[src/rtl/bcd_dabble_digit.sv]
// Double-dabble adjust for one BCD digit: values >= 5 get +3 so the
// following left shift carries correctly into the next decade.
// Ports:
//   digit       4-bit working BCD digit before the shift
//   adjusted_c  digit + 3 when digit >= 5, otherwise digit (combinational)
module bcd_dabble_digit (
    input  logic [3:0] digit,
    output logic [3:0] adjusted_c
);

    assign adjusted_c = (digit >= 4'd5) ? 4'(digit + 4'd3) : digit;

endmodule

[src/rtl/bin2bcd_seq.sv]
// Sequential binary-to-BCD converter (shift-and-add-3), one input bit per
// clock, with a start/busy/done handshake. The result and overflow flag are
// held until the next conversion completes.
// Ports:
//   clk       system clock, rising edge
//   reset     asynchronous, active-high; clears all state
//   start     conversion request, sampled only while idle
//   bin       binary operand, captured on the accepting edge
//   busy      high while a conversion is in progress
//   done      one-cycle pulse when bcd/overflow have just been updated
//   bcd       packed BCD result, digit 0 in [3:0]
//   overflow  value exceeded the digit capacity; valid with done, held
module bin2bcd_seq #(
    parameter int unsigned bin_width = 8,
    parameter int unsigned digits    = 3
) (
    input  logic                  clk,
    input  logic                  reset,
    input  logic                  start,
    input  logic [bin_width-1:0]  bin,
    output logic                  busy,
    output logic                  done,
    output logic [4*digits-1:0]   bcd,
    output logic                  overflow
);

    localparam int unsigned BCD_W = 4 * digits;
    localparam int unsigned CNT_W = $clog2(bin_width + 1);

    localparam logic [0:0] IDLE  = 1'b0;
    localparam logic [0:0] SHIFT = 1'b1;

    logic [0:0]           state_q,    state_d;
    logic [bin_width-1:0] shift_q,    shift_d;
    logic [BCD_W-1:0]     work_q,     work_d;
    logic [CNT_W-1:0]     cnt_q,      cnt_d;
    logic                 ovf_acc_q,  ovf_acc_d;
    logic                 busy_d;
    logic                 done_d;
    logic [BCD_W-1:0]     bcd_d;
    logic                 overflow_d;

    logic [BCD_W-1:0]     adj_c;
    logic [BCD_W-1:0]     shifted_c;
    logic                 exit_bit_c;

    // Per-digit add-3 adjust; digits are independent (no inter-digit carry).
    for (genvar g = 0; g < digits; g++) begin : g_digit
        bcd_dabble_digit u_digit (
            .digit      (work_q[4*g +: 4]),
            .adjusted_c (adj_c[4*g +: 4])
        );
    end

    // Operand MSB enters working bit 0; working MSB falls out as overflow.
    assign shifted_c  = {adj_c[BCD_W-2:0], shift_q[bin_width-1]};
    assign exit_bit_c = adj_c[BCD_W-1];

    // Next-state and output logic.
    always_comb begin
        state_d    = state_q;
        shift_d    = shift_q;
        work_d     = work_q;
        cnt_d      = cnt_q;
        ovf_acc_d  = ovf_acc_q;
        busy_d     = busy;
        done_d     = 1'b0;
        bcd_d      = bcd;
        overflow_d = overflow;

        case (state_q)
            IDLE: begin
                busy_d = 1'b0;
                if (start) begin
                    shift_d   = bin;
                    work_d    = '0;
                    ovf_acc_d = 1'b0;
                    cnt_d     = CNT_W'(bin_width);
                    busy_d    = 1'b1;
                    state_d   = SHIFT;
                end
            end
            SHIFT: begin
                work_d    = shifted_c;
                shift_d   = shift_q << 1;
                ovf_acc_d = ovf_acc_q | exit_bit_c;
                cnt_d     = cnt_q - CNT_W'(1);
                if (cnt_q == CNT_W'(1)) begin
                    bcd_d      = shifted_c;
                    overflow_d = ovf_acc_q | exit_bit_c;
                    done_d     = 1'b1;
                    busy_d     = 1'b0;
                    state_d    = IDLE;
                end
            end
            default: begin
                state_d = IDLE;
                busy_d  = 1'b0;
            end
        endcase
    end

    // State and output registers.
    always_ff @(posedge clk or posedge reset) begin
        if (reset) begin
            state_q   <= IDLE;
            shift_q   <= '0;
            work_q    <= '0;
            cnt_q     <= '0;
            ovf_acc_q <= 1'b0;
            busy      <= 1'b0;
            done      <= 1'b0;
            bcd       <= '0;
            overflow  <= 1'b0;
        end else begin
            state_q   <= state_d;
            shift_q   <= shift_d;
            work_q    <= work_d;
            cnt_q     <= cnt_d;
            ovf_acc_q <= ovf_acc_d;
            busy      <= busy_d;
            done      <= done_d;
            bcd       <= bcd_d;
            overflow  <= overflow_d;
        end
    end

endmodule

[config.mk]
export PLATFORM = sky130hd
export DESIGN_NAME = bin2bcd_seq
export DESIGN_NICKNAME = d
export VERILOG_FILES = /design/src/rtl/bcd_dabble_digit.sv /design/src/rtl/bin2bcd_seq.sv
export SDC_FILE = /design/constraint.sdc
export NUM_CORES = 1
export LEC_CHECK = 0
export CORE_UTILIZATION = 54
export DETAILED_ROUTE_END_ITERATION = 7
export GPL_TIMING_DRIVEN = 1
export PLACE_DENSITY = 0.79
export SLEW_MARGIN = 40
export SYNTH_ARGS = -nofsm -noshare
export SYNTH_HDL_FRONTEND = slang
export SYNTH_SLANG_ARGS = --single-unit
[constraint.sdc]
create_clock -name clk -period 1.95 [get_ports clk]
set_clock_uncertainty 0.1 [all_clocks]
set_input_delay 0.39 -clock clk [delete_from_list [all_inputs] [get_ports clk]]
set_output_delay 0.39 -clock clk [all_outputs]
set_load 0.005 [all_outputs]
; Yosys cells after proc, flatten, opt, wreduce, memory -nomap -nowiden
; Index checks and enable logic that the tools add are counted.
[classes]
eq_ne = 3
n_addsub = 4
order_cmp = 3
reduce_logical = 1
n_mux = 18
n_bitwise = 2
[ops]
columns = op, count
row1 = $pmux W12 S2, 1
row2 = $mux W4, 4
row3 = $pmux W8 S2, 1
row4 = $add A4 B2 Y4 const B, 3
row5 = $ge A4 B3 Y1 const B, 3
row6 = $mux W12, 1
row7 = $mux W8, 1
row8 = $pmux W4 S2, 1
row9 = $mux W1, 6
row10 = $pmux W1 S2, 3
row11 = $eq A4 B1 Y1 const B, 1
row12 = $sub A4 B1 Y4 const B, 1
row13 = $ne A2 B1 Y1 const B, 1
row14 = $ne A2 B2 Y1 const B, 1
row15 = $reduce_and A2 Y1, 1
row16 = $not A1 Y1, 1
row17 = $or A1 B1 Y1, 1
[word_totals]
in_bits = 11
register_bits = 41
out_inout_bits = 15
wordCells = 40

; Depth between registers and ports, before layout
[depth]
ltp_word = 4
mapped_depth = 7
mapped_depth_nobuf = 6

; Modules after synthesis
; From an unflattened synthesis, not the netlist that was laid out.
[hier_totals]
hier_cells = 185
area_unflattened_um2 = 2016.9
[modules_own_cells]
columns = module, area_each_um2, seq_area_each_um2, instances, cells_per_inst
row1 = bin2bcd_seq, 1712.9, 1026.0, 1, 137
row2 = bcd_dabble_digit, 101.3, 0.0, 3, 16

; Least setup slack after synthesis
; OpenSTA, ideal clock, no wires.
[synth_path]
path_type = register -> register
start = register work_q[0]
end = register bcd[2]
setup_time_ns = 0.083
n_path_buf = 0
path_stages_with_launch = 7
arrival_time_ns = 1.398
required_ns = 1.767
slack_ns = 0.370
synth_period_minus_slack_ns = 1.580
path_cell_list = dfrtp_1 > inv_1 > ha_1 > nand2b_1 > a21oi_1 > mux2_2 > o21ai_0
[synth_between]
elab_chain_len = 2
word_cells_on_any_way = 3
cone_classes = add/sub: 1 / order compare: 1 / mux: 1
[synth_lines]
columns = element, line_no
row1 = from (decl), bin2bcd_seq.sv:35  ; logic [BCD_W-1:0] work_q, work_d;
row2 = from (signal assigned), bin2bcd_seq.sv:118  ; work_q <= work_d;
row3 = $add A4 B2 Y4 or $ge A4 B3 Y1 (tied branches), bcd_dabble_digit.sv:11  ; assign adjusted_c = (digit >= 4'd5) ? 4'(digit + 4'd3) : digit;
row4 = $mux W4 *, bcd_dabble_digit.sv:11
row5 = to (signal assigned), bin2bcd_seq.sv:113  ; bcd <= '0;
row6 = to (signal assigned), bin2bcd_seq.sv:123  ; bcd <= bcd_d;
row7 = to (decl), bin2bcd_seq.sv:23  ; output logic [4*digits-1:0] bcd,
; Mark *: on every way between the ends. The rest lies on a longest branch, timed or not.
; A chain may end at the register's enable or synchronous reset.

; Worst setup path in the final report
; Same ends and word-level chain as after synthesis.

==> run summary <==
Post-Layout Cell Count: 274
most frequent cells in the layout: dfrtp_1 (41), nand2_1 (34), clkdlybuf4s50_1 (25)
IO Count: 26
wire per inst: 13.1 µm
synthesized flop and latch total: 41
grt ovf: 0
DRC violations left: 0
synth warn: 0
max_slew headroom: 0.755
status: finished clean
PD cells: 1560 nW/µm²
GR Util All Layers: 0.218
Yosys top cell area share: 0.529
placer congestion estimate: 0.760
Initial Utilization: 0.573
final hold vios: 0
Tcrit/Tclk final: 0.893
clock sink count: 41
IO buf count: 25
hold crit path type: in2async
First-pass DRT Iterations: 4
number of flops mapped to enable cells by yosys: 0
CP startpoint kind: flip-flop
Post-CTS Resized: 0
crit-path cells: inv_1 > ha_1 > nand2b_1 > a21oi_2 > mux2_2 > o21ai_0
most common flop cell mapped by yosys: dfrtp_1
critical path depth: 6
Slew Viols, Final: 0
CP bufs+invs: 1
RSZ-0062 raised after global routing: false
num rows: 21
Final Power: 0.00365 W
depth of the worst register-to-register path: 6
Synth cell types: 30
crit end category: flip-flop
Setup TNS: 0 ns
crit path max-delay cell type: dfrtp_1
CTS tree: done
WS Path Type: reg2reg
Die X: 61.9 µm
Post-Syn Instances: 195
P&R area growth vs syn: 20.6%
setup bufs post-CTS: 0
clock slew at reported path FFs: 0.12 ns
data arrival time of the critical path: 1.90 ns
Mean Syn Cell Area: 9.95 µm²
Die H: 61.9 µm
largest net degree at the start of global routing: 42
Core ar.: 3390 µm²
hold_buf cts: 0
layout net count: 246
Clock Tree Root: clkbuf_4
maxcap violations: 0
commonest non-fill, non-tap cell in the layout: dfrtp_1
DP HPWL: 2670 µm
Final setup viols: 0
Final ANT Viol Nets: 0
Crit Path Max Fanout: 3
vias per cell: 5.32
# fillers: 279
initial antenna violation count: 0
First DRT Iteration DRCs: 40
Max IR drop VDD: 0.662 mV
vias in the first global route: 1417
Synth Net Count: 214
Die ar.: 3840 µm²
first-pass GRT wire length: 5970 µm
# H-tree levels: 2
area leader, netlist: dfrtp_1
total wire length: 3590 µm
sequential-to-total area share from yosys stat: 0.529
Worst-Margin Slew: 0.367 ns
main area contributors after synthesis: dfrtp_1 (53%), nand2_1 (6.6%), o21ai_0 (5.7%), ha_1 (5.2%), mux2i_1 (5.2%)
CTS Buf Count: 5
asr flop ratio synth: 1.00
Cells after DPL: 266
Syn Std Cell Area: 1940 µm²
WHS: 0.297 ns
final worst path period need: 1.74 ns
slowest stage delay, CP: 0.42 ns
maximum clock rate: 574 MHz
delay-heaviest family, CP: flip-flops
n_diodes: 0
via count: 1458
Lkg Pwr: 1.07 nW
share of cells above drive strength 1: 0.114
CTS max path bufs: 2
CP required: 2.11 ns
worst-skew pair later-pin latency: 0.34 ns
==> synth_stat cells, types with 2 or more instances <==
cell type  count
nor3_1         2
ha_1           8
inv_1         12
o22ai_1        7
dfrtp_1       41
nand2_1       34
clkbuf_1       4
xnor2_1        3
a21oi_1       10
a31oi_1        2
o21ai_0       22
nor2_1        11
nand2b_1       2
a21o_1         2
mux2_2         3
nor3b_1        6
buf_2          4
mux2i_1       10
==> layer usage <==
| layer | GRT usage | wire length [µm] | vias up |
|---|---|---|---|
| met3 | 0.0642 | 114 | 4 |
| met2 | 0.378 | 1890 | 30 |
| met1 | 0.253 | 1530 | 700 |
| li1 | - | - | 724 |
| met5 | 0 | 0 | - |
| met4 | 0.0857 | 44 | 0 |
==> path summary, 6_finish.rpt <==
kind                                        start                      to  slack [ns]
max in group asynchronous                   reset   work_q[4]$_DFFE_PP0P_        1.27
setup / recovery            work_q[0]$_DFFE_PP0P_      bcd[2]$_DFFE_PP0P_        0.21
hold / removal                              reset      bcd[5]$_DFFE_PP0P_        0.30
hold reg to reg            shift_q[6]$_DFFE_PP0P_  shift_q[7]$_DFFE_PP0P_        0.40
setup reg to reg            work_q[0]$_DFFE_PP0P_      bcd[2]$_DFFE_PP0P_        0.21
min in group clk           shift_q[6]$_DFFE_PP0P_  shift_q[7]$_DFFE_PP0P_        0.40
==> flip-flops by register name, summed over array words and instances (netlist names) <==
name,flops
work_q,12
ovf_acc_q,1
done,1
cnt_q,4
state_q,1
overflow,1
busy,1
shift_q,8
bcd,12
==> logic make-up after synthesis <==
family | Yosys count | share of synthesized area
AOI/OAI and AO/OA | 48 | 0.145
xor gates and xnor gates | 3 | 0.0135
muxes | 14 | 0.0767
adders and majority gates | 8 | 0.0516
buffers and inverters | 22 | 0.0471
and+or+nand+nor | 59 | 0.137
DFF | 41 | 0.529
==> worst min-delay path, delay by kind of cell <==
| family | cells | cell delay (ns) |
|---|---|---|
| buffers and inverters | 3 | 0.73 |
==> power by group <==
part	switching, W	internal, W
Clock	0.000257	0.000138
Combinational	0.000832	0.000909
Sequential	0.000296	0.00122
Total	0.00139	0.00227
==> through the flow <==
| step | worst slack (ns) | instance area, µm² | util |
|---|---|---|---|
| 2_1_floorplan | 0.370 | 1940 | - |
| 3_3_place_gp | 0.308 | 2290 | 0.674 |
| 3_5_place_dp | 0.180 | 2290 | 0.674 |
| 4_1_cts | 0.157 | 2340 | 0.690 |
| 5_1_grt | 0.0564 | 2340 | 0.691 |
| 6_report | 0.208 | 2340 | 0.691 |
==> final cells by class <==
class | count | area (µm²) | share of cell area
sequential | 41 | 1030 | 0.438
multi-input combinational | 132 | 827 | 0.353
timing repair buffer | 34 | 330 | 0.141
tap | 46 | 57.6 | 0.0246
inverter | 13 | 48.8 | 0.0208
clock buffer | 6 | 41.3 | 0.0176
clock inverter | 2 | 10.0 | 0.00428
Note: power is estimated with default switching activity, not from simulation.
